$ cat src/rtl/demux_1x4_nbit_stream_pkg.sv
// ----------------------------------------------------------------------------
// demux_pkg
// Shared constants, the output-slot state type and the select decoder for the
// 1-to-4 streaming demultiplexer.
//
// Contents:
//   SEL_W         width of the destination select
//   N_OUT         number of output slots
//   CNT_W         width of each delivery counter (DEMUX_DELIVERY_CNT_EN builds)
//   slot_state_e  occupancy of a one-entry output slot
//   sel_onehot()  select value -> one-hot slot mask
// ----------------------------------------------------------------------------
package demux_pkg;

    localparam int unsigned SEL_W = 2;
    localparam int unsigned N_OUT = 4;
    localparam int unsigned CNT_W = 8;

    typedef enum logic {
        SLOT_EMPTY = 1'b0,
        SLOT_FULL  = 1'b1
    } slot_state_e;

    function automatic logic [N_OUT-1:0] sel_onehot(input logic [SEL_W-1:0] s);
        logic [N_OUT-1:0] mask;
        mask    = '0;
        mask[s] = 1'b1;
        return mask;
    endfunction

endpackage

$ cat src/rtl/demux_1x4_nbit_stream_if.sv
// ----------------------------------------------------------------------------
// demux_1x4_nbit_stream_if
// Bundles the input stream and the four output streams of the demultiplexer.
//
// Parameter:
//   n          data width of w and of each output word
// Signals:
//   w          input data word
//   sel        destination select (0..3 -> f0..f3)
//   in_valid   w/sel valid this cycle
//   in_ready   demux accepts w/sel this cycle
//   f0..f3     registered output words
//   out_valid  bit k: fk holds an undelivered word
//   out_ready  bit k: consumer of fk takes the word this cycle
//   cnt        four 8-bit delivery counters (only with DEMUX_DELIVERY_CNT_EN)
// Modports:
//   master     producer/consumer side (testbench or surrounding logic)
//   slave      the demultiplexer itself
// ----------------------------------------------------------------------------
interface demux_1x4_nbit_stream_if #(
    parameter int n = 4
);
    import demux_pkg::*;

    logic [n-1:0]       w;
    logic [SEL_W-1:0]   sel;
    logic               in_valid;
    logic               in_ready;
    logic [n-1:0]       f0;
    logic [n-1:0]       f1;
    logic [n-1:0]       f2;
    logic [n-1:0]       f3;
    logic [N_OUT-1:0]   out_valid;
    logic [N_OUT-1:0]   out_ready;
`ifdef DEMUX_DELIVERY_CNT_EN
    logic [N_OUT*CNT_W-1:0] cnt;
`endif

    modport master (
        output w,
        output sel,
        output in_valid,
        input  in_ready,
        input  f0,
        input  f1,
        input  f2,
        input  f3,
        input  out_valid,
`ifdef DEMUX_DELIVERY_CNT_EN
        input  cnt,
`endif
        output out_ready
    );

    modport slave (
        input  w,
        input  sel,
        input  in_valid,
        output in_ready,
        output f0,
        output f1,
        output f2,
        output f3,
        output out_valid,
`ifdef DEMUX_DELIVERY_CNT_EN
        output cnt,
`endif
        input  out_ready
    );

endinterface

$ cat src/rtl/demux_1x4_nbit_stream_out_slot.sv
// ----------------------------------------------------------------------------
// demux_out_slot
// One-entry holding register for a single demux output. A load always wins
// over a drain, so a word delivered and a new word loaded on the same edge
// leaves the slot full with no bubble. The held word is kept after delivery.
//
// Parameter:
//   n          data width
// Ports:
//   clk        rising-edge clock
//   reset_n    synchronous active-low reset
//   load_i     write data_i into the slot this edge
//   data_i     word to load
//   ready_i    consumer takes the held word this cycle
//   valid_o    slot holds an undelivered word
//   data_o     held word
// ----------------------------------------------------------------------------
module demux_out_slot
    import demux_pkg::*;
#(
    parameter int n = 4
) (
    input  logic         clk,
    input  logic         reset_n,
    input  logic         load_i,
    input  logic [n-1:0] data_i,
    input  logic         ready_i,
    output logic         valid_o,
    output logic [n-1:0] data_o
);

    slot_state_e  state_q, state_d;
    logic [n-1:0] data_q, data_d;

    always_comb begin
        state_d = state_q;
        data_d  = data_q;
        if (load_i) begin
            data_d  = data_i;
            state_d = SLOT_FULL;
        end else if (state_q == SLOT_FULL && ready_i) begin
            state_d = SLOT_EMPTY;
        end
    end

    always_ff @(posedge clk) begin
        if (!reset_n) begin
            state_q <= SLOT_EMPTY;
            data_q  <= '0;
        end else begin
            state_q <= state_d;
            data_q  <= data_d;
        end
    end

    assign valid_o = (state_q == SLOT_FULL);
    assign data_o  = data_q;

endmodule

$ cat src/rtl/demux_1x4_nbit_stream.sv
// ----------------------------------------------------------------------------
// demux_1x4_nbit_stream
// Streaming 1-to-4 demultiplexer. An accepted word is written into the output
// slot chosen by sel and presented one cycle later. Each output has its own
// one-entry slot, so a stalled output only blocks inputs addressed to it.
//
// Optional feature: define DEMUX_DELIVERY_CNT_EN to add four wrapping 8-bit
// delivery counters on bus.cnt (cnt[8k+7:8k] counts transfers on output k).
//
// Parameter:
//   n          data width
// Ports:
//   clk        rising-edge clock
//   reset_n    synchronous active-low reset
//   bus        demux_1x4_nbit_stream_if.slave (w, sel, in_valid, in_ready,
//              f0..f3, out_valid, out_ready, optional cnt)
// ----------------------------------------------------------------------------
module demux_1x4_nbit_stream
    import demux_pkg::*;
#(
    parameter int n = 4
) (
    input  logic                          clk,
    input  logic                          reset_n,
    demux_1x4_nbit_stream_if.slave        bus
);

    logic [N_OUT-1:0] valid_w;
    logic [N_OUT-1:0] load_w;
    logic [n-1:0]     f_w [N_OUT];
    logic             in_ready_w;

    // A slot can take a new word when empty or when its word leaves this cycle.
    assign in_ready_w = !valid_w[bus.sel] || bus.out_ready[bus.sel];

    always_comb begin
        load_w = '0;
        if (bus.in_valid && in_ready_w) begin
            load_w = sel_onehot(bus.sel);
        end
    end

    for (genvar k = 0; k < N_OUT; k++) begin : g_slot
        demux_out_slot #(
            .n (n)
        ) u_slot (
            .clk     (clk),
            .reset_n (reset_n),
            .load_i  (load_w[k]),
            .data_i  (bus.w),
            .ready_i (bus.out_ready[k]),
            .valid_o (valid_w[k]),
            .data_o  (f_w[k])
        );
    end

    assign bus.in_ready  = in_ready_w;
    assign bus.out_valid = valid_w;
    assign bus.f0        = f_w[0];
    assign bus.f1        = f_w[1];
    assign bus.f2        = f_w[2];
    assign bus.f3        = f_w[3];

`ifdef DEMUX_DELIVERY_CNT_EN
    logic [CNT_W-1:0] cnt_q [N_OUT];
    logic [CNT_W-1:0] cnt_d [N_OUT];

    // Counts completed output handshakes; wraps naturally at 2**CNT_W.
    always_comb begin
        for (int unsigned k = 0; k < N_OUT; k++) begin
            cnt_d[k] = cnt_q[k];
            if (valid_w[k] && bus.out_ready[k]) begin
                cnt_d[k] = cnt_q[k] + CNT_W'(1);
            end
        end
    end

    always_ff @(posedge clk) begin
        for (int unsigned k = 0; k < N_OUT; k++) begin
            if (!reset_n) begin
                cnt_q[k] <= '0;
            end else begin
                cnt_q[k] <= cnt_d[k];
            end
        end
    end

    for (genvar k = 0; k < N_OUT; k++) begin : g_cnt
        assign bus.cnt[k*CNT_W +: CNT_W] = cnt_q[k];
    end
`endif

endmodule

$ cat src/flat_wrapper.sv
// flat-port wrapper written by rule: the top's interface ports become plain ports
module demux_1x4_nbit_stream_flat import demux_pkg::*;
#(
    parameter int n = 4
)
  (clk, reset_n, bus_w, bus_sel, bus_in_valid, bus_in_ready, bus_f0, bus_f1, bus_f2, bus_f3, bus_out_valid, bus_out_ready);
  demux_1x4_nbit_stream_if #(.n(n)) bus_i ();
  input  logic clk;
  input  logic reset_n;
  input wire logic [$bits(bus_i.w)-1:0] bus_w;
  input wire logic [$bits(bus_i.sel)-1:0] bus_sel;
  input wire logic [$bits(bus_i.in_valid)-1:0] bus_in_valid;
  output wire logic [$bits(bus_i.in_ready)-1:0] bus_in_ready;
  output wire logic [$bits(bus_i.f0)-1:0] bus_f0;
  output wire logic [$bits(bus_i.f1)-1:0] bus_f1;
  output wire logic [$bits(bus_i.f2)-1:0] bus_f2;
  output wire logic [$bits(bus_i.f3)-1:0] bus_f3;
  output wire logic [$bits(bus_i.out_valid)-1:0] bus_out_valid;
  input wire logic [$bits(bus_i.out_ready)-1:0] bus_out_ready;
  assign bus_i.w = bus_w;
  assign bus_i.sel = bus_sel;
  assign bus_i.in_valid = bus_in_valid;
  assign bus_in_ready = bus_i.in_ready;
  assign bus_f0 = bus_i.f0;
  assign bus_f1 = bus_i.f1;
  assign bus_f2 = bus_i.f2;
  assign bus_f3 = bus_i.f3;
  assign bus_out_valid = bus_i.out_valid;
  assign bus_i.out_ready = bus_out_ready;
  demux_1x4_nbit_stream #(.n(n)) u_core (.clk(clk), .reset_n(reset_n), .bus(bus_i));
endmodule
$ cat config.mk
export PLATFORM = sky130hd
export DESIGN_NAME = demux_1x4_nbit_stream_flat
export DESIGN_NICKNAME = d
export VERILOG_FILES = /design/src/rtl/demux_1x4_nbit_stream_pkg.sv /design/src/rtl/demux_1x4_nbit_stream_if.sv /design/src/rtl/demux_1x4_nbit_stream_out_slot.sv /design/src/rtl/demux_1x4_nbit_stream.sv /design/src/flat_wrapper.sv
export SDC_FILE = /design/constraint.sdc
export NUM_CORES = 1
export LEC_CHECK = 0
export ABC_AREA = 1
export BUFFER_PORTS_ARGS = -buffer_cell sky130_fd_sc_hd__buf_2
export CORE_MARGIN = 2
export CORE_UTILIZATION = 30
export DETAILED_ROUTE_END_ITERATION = 16
export GPL_TIMING_DRIVEN = 0
export PLACE_DENSITY = 0.53
export SETUP_SLACK_MARGIN = 0.3
export SYNTH_ARGS = -nofsm -noshare
export SYNTH_HDL_FRONTEND = slang
export SYNTH_SLANG_ARGS = --single-unit
export TNS_END_PERCENT = 50
$ cat constraint.sdc
create_clock -name clk -period 3.3 [get_ports clk]
set_input_delay 0.66 -clock clk [delete_from_list [all_inputs] [get_ports clk]]
set_output_delay 0.66 -clock clk [all_outputs]
set_load 0.005 [all_outputs]
==> Word level (Yosys, flattened, before mapping) <==
Index checks and enable logic that the tools add are counted.
{ "word_totals": {"regBits": 20, "input_bits": 13, "output_inout_bits": 21, "elab_cells": 37} }
{ "classes": {"order_cmp": 2, "muxes": 15, "n_reduce_logical": 12} }
{ "ops": {"columns": ["operator", "n"], "rows": [
  ["$mux 1", 11],
  ["$reduce_bool 2->1", 4],
  ["$logic_and 1x1->1", 6],
  ["$bmux 1 s2", 2],
  ["$mux 4", 1],
  ["$lt 2x3->1 const B", 1],
  ["$demux 1 s2", 1],
  ["$ge 2x1->1 const B", 1],
  ["$logic_not 1->1", 1],
  ["$logic_or 1x1->1", 1]
]} }

==> Longest topological paths before layout <==
Gate-level depths: netlist (run 1).
{ "depth": {"ltp_word": 7, "mapped_depth": 12, "mapped_depth_nobuf": 10} }

==> Cells and area by module <==
A second synthesis (run 1) with hierarchy kept.
{ "hier_totals": {"hier_cells": 118, "hier_area_um2": 859.6} }
{ "modules_own_cells": {"columns": ["module", "n_inst", "cells_each", "area_per_inst_um2", "seq_area_each_um2"], "rows": [
  ["demux_out_slot", 4, 22, 173.9, 100.1],
  ["demux_1x4_nbit_stream", 1, 30, 163.9, 0.0]
]} }

==> Least setup slack after synthesis (run 1) <==
Ideal clock, no wire load.
{ "synth_timing": {"path_type": "input-to-output", "startpoint": "input bus_sel[0]", "endpoint": "output bus_in_ready", "t_arrival_ps": 1286, "t_required_ps": 2640, "path_slack_ps": 1354, "cell_stages": 8, "n_path_buf": 2, "path_cell_list": "buf_6 > inv_1 > nand2_1 > nand2_1 > nand2_1 > nand2_1 > nand2_2 > buf_4"} }
{ "synth_between": {"elab_chain_len": 4, "word_cells_on_any_way": 6, "classes_between": "4 x mux; 2 x reduce/logical"} }
{ "synth_lines": {"columns": ["element", "line_no", "rtl"], "rows": [
  ["from (decl)", "flat_wrapper.sv:11", "input wire logic [$bits(bus_i.sel)-1:0] bus_sel;"],
  ["$bmux 1 s2", "demux_1x4_nbit_stream.sv:34", "assign in_ready_w = !valid_w[bus.sel] || bus.out_ready[bus.sel];"],
  ["$mux 1 (not written as such)", "demux_1x4_nbit_stream.sv:34", null],
  ["$logic_not 1->1", "demux_1x4_nbit_stream.sv:34", null],
  ["$logic_or 1x1->1 (*)", "demux_1x4_nbit_stream.sv:34", null],
  ["to (decl)", "flat_wrapper.sv:13", "output wire logic [$bits(bus_i.in_ready)-1:0] bus_in_ready;"]
]} }
Every way passes the cells marked *; elsewhere a longest branch is shown, timed or not. The select of a mux whose other input is x is not followed.

==> Final worst setup path (run 1) <==
{ "layout_timing": {"startpoint": "input bus_sel[1]", "endpoint": "output bus_in_ready"} }
The elaborated chain is that of the path after synthesis.

==> out/results.ini, run 1 <==
[clocking]
clkTransAtPathRegs_ns = 0.07
cts.htree.levels = 1
cts_setup_buffers = 0
ctsHoldBuffers = 0
post_cts_resized = 0
cts_tree = yes
clk_root_buffer_cell = clkbuf_8
cts_max_path_buffers = 2
clk_latency_ns = 0.25
cts_sinks = 20
cts_buffers = 3

[floorplan]
core-area_um2 = 3610
start_util_pct = 30.7
die_area_um2 = 4200
dieWidth_um = 64.8
placement_rows = 22
fp.dieH_um = 64.8
io_pins = 34

[worst_hold_path]
hold_path.class = register to register
whs_path_depth = 2

[routing]
wl_per_cell_um = 9.40
ant_nets = 0
drc = 0
drtIter0Drc = 42
drt-pass1-iter-count = 6
viasPerCell = 4.09
route.vias.total = 1035
routed_wl_um = 2380

[logic_synthesis]
synthDistinctLibCells = 15
syn_area_um2 = 1110
yosysWarnings = 0
synth_flop_cell = dfxtp_1
synth_nets = 185
synth_area_leader_cell = dfxtp_1
synth_edf_count = 0
yosysSeqAreaShare_pct = 36.1
synth_common_cells = nand2_1, inv_1, dfxtp_1
yosysMostFrequentCell = nand2_1
synth_top_area_share_pct = 36.1
synthTopCellsByArea = dfxtp_1, nand2_1, inv_1
ys_seq_elements = 20
avgSynthCellArea_um2 = 6.45
async_flop_share_pct = 0
syn_inst = 172

[global_routing]
grt_pass1_wl_um = 4110
grt_antenna_before_repair = 0
first_global_vias = 982
grt_start_max_net_pins = 11
grt_overflow_total = 0
track_usage_pct = 12.2

[setup_path]
cp-end-kind = output pin
cp_max_fo = 10
worstRegToRegCells = 10
start_kind = input port
required_ns = 2.64
cp.arrival_ns = 1.53
crit_type = input port to output pin

[timing]
worst-slew-pin-transition_ns = 0.450
setup_viol = 0
drv_slew = 0
tns_ns = 0
fmax_mhz = 457
fin_ws_ns = 1.11
skew_ns = 0.00320
period_share_pct = 66.4
slew_headroom_pct = 69.9
hold_violations = 0
rsz0062_at_grt = false
finalCriticalPeriod_ns = 2.19

[cells_and_area]
num_antenna_cells = 0
fin_cells = 253
stdcell_area_um2 = 1360
drive_gt1_share_pct = 23.4
area_growth_pct = 22.7
final_nets = 220
utilization_pct = 37.7

[power]
power_density_nw_per_um2 = 373
leakage_nw = 0.766
vdd_drop_max_v = 0.000183

[place]
portBuffers = 30
dp_cells = 250
hpwl_um = 1850
gp_congestion = 0.762
dpl_worst_slack_ns = 1.12
placedInstanceArea_um2 = 1320

[flow_run]
drv_cap = 0

[status]
status = complete, no violations

-- power by group --
group	switching, mW	total (mW)	internal [mW]
sequential	0.00572	0.260	0.254
combinational	0.0549	0.0934	0.0385
clock	0.0733	0.154	0.0811
-- logic make-up after synthesis --
group                  Yosys count  share of synthesized area [%]
buffers and inverters           55                           21.9
AO/OA/AOI/OAI                    4                           1.81
AND/OR/NAND/NOR                 93                           40.2
flip-flops                      20                           36.1
-- worst max-delay path, stage by stage --
cell and delay [ns]:
buf_2 0.16, nor2_4 0.18, nand2_1 0.07, nand2_1 0.06, nor2_1 0.04, nand2_2 0.08, buf_4 0.16, buf_2 0.12
-- flip-flops by register name, summed over array words and instances, names as in the netlist --
register                      count
u_core.g_slot.u_slot.valid_o      4
u_core.g_slot.u_slot.data_o      16
-- stage by stage --
stage / power (mW) / hold WS, ns
final: 0.507 / 0.484
after global routing: 0.542 / 0.525
after CTS: 0.516 / 0.489
after detailed placement: 0.359 / 0.478
after global placement: 0.358 / 0.476
after floorplan: 0.328 / 0.457
-- path summary, 6_finish.rpt --
kind                                         from                                 to  slack, ns
hold / removal    u_core.g_slot[2].u_slot.valid_o    u_core.g_slot[2].u_slot.valid_o       0.48
hold reg to reg   u_core.g_slot[2].u_slot.valid_o    u_core.g_slot[2].u_slot.valid_o       0.48
setup / recovery                       bus_sel[1]                       bus_in_ready       1.11
setup reg to reg  u_core.g_slot[0].u_slot.valid_o  u_core.g_slot[3].u_slot.data_o[3]       2.13
-- layer usage --
layer	wire (µm)	GRT usage, %
met3	163	2.95
met5	0	0
met4	36	5.32
met2	948	18.3
met1	1230	16.6
-- layout make-up --
cell class	count	area, µm²
Tap cell	48	60.1
Buffer	11	77.6
Inverter	44	165
Sequential cell	20	400
Multi-Input combinational cell	97	465
Timing Repair Buffer	30	150
Clock buffer	3	41.3
Fill cell	417	2250
-- placed cells by master, fill, tap and decap left out, types with 3 or more instances in the layout --
cell	netlist	final
nand4_1	16	16
buf_4	5	5
nand3_4	3	3
nand3_1	4	4
dfxtp_1	20	20
a21oi_1	4	4
clkbuf_8	0	3
nand2_1	49	49
nor2_1	19	19
inv_1	43	43
buf_2	2	32
No activity file was read; power rests on OpenSTA's default activity.
==> run 2: changes to the inputs <==
Settings changed: PLACE_DENSITY 0.53 to 0.55.
Clock period 3.3 ns to 1.95 ns, I/O delays scaled along.
==> out/results.ini, run 2 (same netlist as run 1, synthesis figures left out) <==
[floorplan]
die_area_um2 = 4200
dieWidth_um = 64.8
fp.dieH_um = 64.8
start_util_pct = 30.7
core-area_um2 = 3610
io_pins = 34
placement_rows = 22

[worst_hold_path]
holdCritStartpoint = bus_out_ready[2]
hold_path.class = input port to register

[setup_path]
cp-startpoint = bus_sel[0]
cp-end-kind = output pin
start_kind = input port
crit_type = input port to output pin
cp_max_fo = 10
required_ns = 1.56
cp.arrival_ns = 1.19
reg2reg_from = u_core.g_slot[2].u_slot.valid_o

[timing]
hold_violations = 0
tns_ns = 0
fin_ws_ns = 0.367
slew_headroom_pct = 68.1
drv_slew = 0
finalCriticalPeriod_ns = 1.58
period_share_pct = 81.2
fmax_mhz = 632
rsz0062_at_grt = false
skew_ns = 0.00425
worst-slew-pin-transition_ns = 0.476
setup_viol = 0

[clocking]
ctsHoldBuffers = 0
cts_tree = yes
clk_latency_ns = 0.25
cts.htree.levels = 1
clk_root_buffer_cell = clkbuf_8
cts_max_path_buffers = 2
cts_buffers = 3
cts_sinks = 20
clkTransAtPathRegs_ns = 0.07

[place]
hpwl_um = 1810
portBuffers = 30
gp_congestion = 0.819
dpl_worst_slack_ns = 0.300

[global_routing]
track_usage_pct = 12.1
grt_antenna_before_repair = 0
grt_start_max_net_pins = 11
grt_overflow_total = 0
first_global_vias = 946
grt_pass1_wl_um = 4040

[power]
switchingPower_uw = 229
power_density_nw_per_um2 = 618
power_frac_seq_pct = 50.6
leakage_nw = 0.791
switching_share_pct = 26.4
p_int_uw = 639
vdd_drop_max_v = 0.000275
share_comb_of_total_power_pct = 19.2
power_frac_clock_pct = 30.2
finalPower_uw = 868

[cells_and_area]
final_nets = 224
utilization_pct = 38.9
drive_gt1_share_pct = 27.3
final_cell_mix = nand2_1, inv_1, buf_2, nor2_1
final_common_cell = nand2_1
largest_register_ffs = 16
area_growth_pct = 26.6
num_antenna_cells = 0

[routing]
drtIter0Drc = 41
route.vias.total = 1071
routed_wl_um = 2420
drt-pass1-iter-count = 4
wl_per_cell_um = 9.40
ant_nets = 0
drc = 0
viasPerCell = 4.17

[flow_run]
drv_cap = 0

[status]
status = complete, no violations

run 2: layout make-up:
class / count / area [µm²]
flip-flops and latches: 20 / 405
repair buffers: 34 / 183
clock buffers: 3 / 41.3
fillers: 425 / 2200
inverters: 44 / 165
multi-input cells: 97 / 468
well taps: 48 / 60.1
plain buffers: 11 / 81.3
run 2: worst paths after layout:
path / endpoint / slack, ns / cells after the start
hold / removal: u_core.g_slot[2].u_slot.valid_o / 0.39 / 4
hold reg to reg: u_core.g_slot[2].u_slot.valid_o / 0.47 / 2
setup reg to reg: u_core.g_slot[1].u_slot.data_o[1] / 0.76 / 10
setup / recovery: bus_in_ready / 0.37 / 9
run 2: per-layer routing:
layer,vias up,wire [µm],global-route usage [%]
li1,584,-,-
met1,446,1250,16.9
met2,37,953,18.2
met3,4,183,3.30
met4,0,24,3.46
met5,-,0,0
run 2: worst max-delay path: stages:
cell and delay (ns):
buf_6 0.12, inv_1 0.10, nand2_1 0.06, nand2_1 0.06, nand2_1 0.05, nand2_1 0.07
nand2_2 0.08, buf_6 0.14, buf_2 0.12
run 2: per-stage QoR:
| stage | hold slack, ns | instances | instance area, µm² |
|---|---|---|---|
| after floorplan | 0.457 | 172 | 1110 |
| after global placement | 0.477 | 250 | 1320 |
| after detailed placement | 0.478 | 250 | 1320 |
| after CTS | 0.395 | 253 | 1360 |
| after global routing | 0.409 | 257 | 1400 |
| final | 0.394 | 257 | 1400 |
run 2: power by group through the flow:
| stage | Sequential, mW | Clock (mW) | Combinational, mW |
|---|---|---|---|
| after global placement | 0.449 | 0 | 0.158 |
| final | 0.439 | 0.262 | 0.166 |
| after floorplan | 0.451 | 0 | 0.104 |
| after CTS | 0.439 | 0.279 | 0.160 |
| after global routing | 0.443 | 0.296 | 0.191 |
| after detailed placement | 0.449 | 0 | 0.159 |
run 2: timing repair:
action / CTS / global route
buffers inserted: 0 / 4
pin swaps: 1 / 1
resized for setup: 0 / 7
setup endpoints to repair: 1 / 1
endpoints found under the hold margin: 0 / 0
==> run 3: changes to the inputs <==
Clock period 1.95 ns to 1.3 ns, I/O delays scaled along.
==> out/results.ini, run 3 (same netlist as run 1, synthesis figures left out) <==
[clocking]
cts_tree = yes
clk_root_buffer_cell = clkbuf_8
clkTransAtPathRegs_ns = 0.07
ctsHoldBuffers = 0
cts.htree.levels = 1
cts_buffers = 3
cts_sinks = 20
cts_max_path_buffers = 2
clk_latency_ns = 0.25

[cells_and_area]
final_cell_mix = nand2_1, inv_1, buf_2, nor2_1
area_growth_pct = 36.8
largest_register_ffs = 16
num_antenna_cells = 0
fin_cells = 260
final_common_cell = nand2_1
drive_gt1_share_pct = 32.1
stdcell_area_um2 = 1520
utilization_pct = 42.1
final_nets = 227

[timing]
rsz0062_at_grt = true
tns_ns = -0.0827
drv_slew = 0
skew_ns = 0.00259
worst-slew-pin-transition_ns = 0.469
hold_violations = 0
period_share_pct = 105
slew_headroom_pct = 68.6
fin_ws_ns = -0.0632
fmax_mhz = 734
finalCriticalPeriod_ns = 1.36
setup_viol = 3

[global_routing]
grt_start_max_net_pins = 11
first_global_vias = 1046
grt_overflow_total = 0
grt_antenna_before_repair = 0
grt_pass1_wl_um = 4500
track_usage_pct = 13.7

[setup_path]
cp_max_fo = 2
rrSetupSlack_ns = -0.01
cp.arrival_ns = 1.10
crit_type = register to output pin
reg2reg_from = u_core.g_slot[0].u_slot.valid_o
cp-end-kind = output pin
start_kind = register
worstRegToRegCells = 10
required_ns = 1.04
worstReg2RegEnd = u_core.g_slot[3].u_slot.data_o[2]

[flow_run]
drv_cap = 0

[power]
p_int_uw = 978
switching_share_pct = 26.7
share_comb_of_total_power_pct = 20.9
finalPower_mw = 1.33
vdd_drop_max_v = 0.000535
power_frac_seq_pct = 49.4
power_frac_clock_pct = 29.7
leakage_nw = 0.832
switchingPower_uw = 356
power_density_nw_per_um2 = 880

[routing]
ant_nets = 0
drtIter0Drc = 32
wl_per_cell_um = 9.81
drt-pass1-iter-count = 4
drc = 0
route.vias.total = 1106
met2_length_um = 1070
wl_met3_um = 160
top_layer_used = met4
viasPerCell = 4.25
routed_wl_um = 2550
drt-met1-wl_um = 1280

[floorplan]
core-area_um2 = 3610
placement_rows = 22
io_pins = 34
fp.dieH_um = 64.8
start_util_pct = 30.7
die_area_um2 = 4200
dieWidth_um = 64.8

[place]
dp_cells = 250
hpwl_um = 1810
gp_congestion = 0.801
portBuffers = 30
placedInstanceArea_um2 = 1320

[worst_hold_path]
hold_end = u_core.g_slot[2].u_slot.valid_o
whs_path_depth = 4
holdCritStartpoint = bus_out_ready[2]
hold_path.class = input port to register

[status]
status = finished, violations left
violations = negative setup slack

==> run 3: how the worst max path moves through the flow <==
stage | slack, ns | from | endpoint | depth (start not counted)
5_1_grt | -0.13 | u_core.g_slot[3].u_slot.valid_o | bus_in_ready | 7
4_1_cts | -0.05 | u_core.g_slot[0].u_slot.valid_o | bus_in_ready | 7
6_report | -0.06 | u_core.g_slot[0].u_slot.valid_o | bus_in_ready | 7
3_5_place_dp | -0.09 | bus_sel[1] | bus_in_ready | 8
3_3_place_gp | -0.08 | bus_sel[1] | bus_in_ready | 8
2_1_floorplan | 0.14 | bus_sel[0] | u_core.g_slot[1].u_slot.data_o[0] | 11
==> run 3: power by group through the flow <==
stage | Combinational, mW | Sequential [mW] | Clock (mW)
after floorplan | 0.158 | 0.676 | 0
after detailed placement | 0.239 | 0.674 | 0
after global placement | 0.239 | 0.673 | 0
after global routing | 0.319 | 0.663 | 0.450
after CTS | 0.274 | 0.659 | 0.418
final | 0.278 | 0.659 | 0.397
==> run 3: layer usage <==
metal | track usage, % | vias up
li1 | - | 593
met1 | 18.5 | 475
met2 | 20.6 | 33
met3 | 2.78 | 5
met4 | 6.65 | 0
met5 | 0 | -
==> run 3: area by class of cell <==
class	count	area [µm²]
clock buffer	3	41.3
inverter	44	165
timing repair buffer	37	251
tap	48	60.1
multi-input combinational	97	500
sequential	20	405
buffer	11	92.6
fill	403	2090
==> run 3: critical path, stage by stage (launching register included) <==
cell     delay [ns]
dfxtp_2        0.34
nand2_1        0.05
nand2_1        0.05
nand2_1        0.04
nand2_1        0.07
nand2_2        0.07
buf_6          0.12
buf_6          0.10
==> run 3: through the flow <==
stage                     hold WS [ns]  setup WS, ns
after floorplan                  0.423         0.143
after global placement           0.477       -0.0835
after detailed placement         0.478       -0.0889
after CTS                        0.256       -0.0524
after global routing             0.273        -0.134
final                            0.262       -0.0632
==> run 3: repair_timing <==
item,4_1_cts,5_1_grt
gates resized for setup,17,6
hold endpoints to repair,0,0
pin swaps,11,5
buffers inserted,6,0
cloned,1,0
endpoints found under the setup margin,25,28
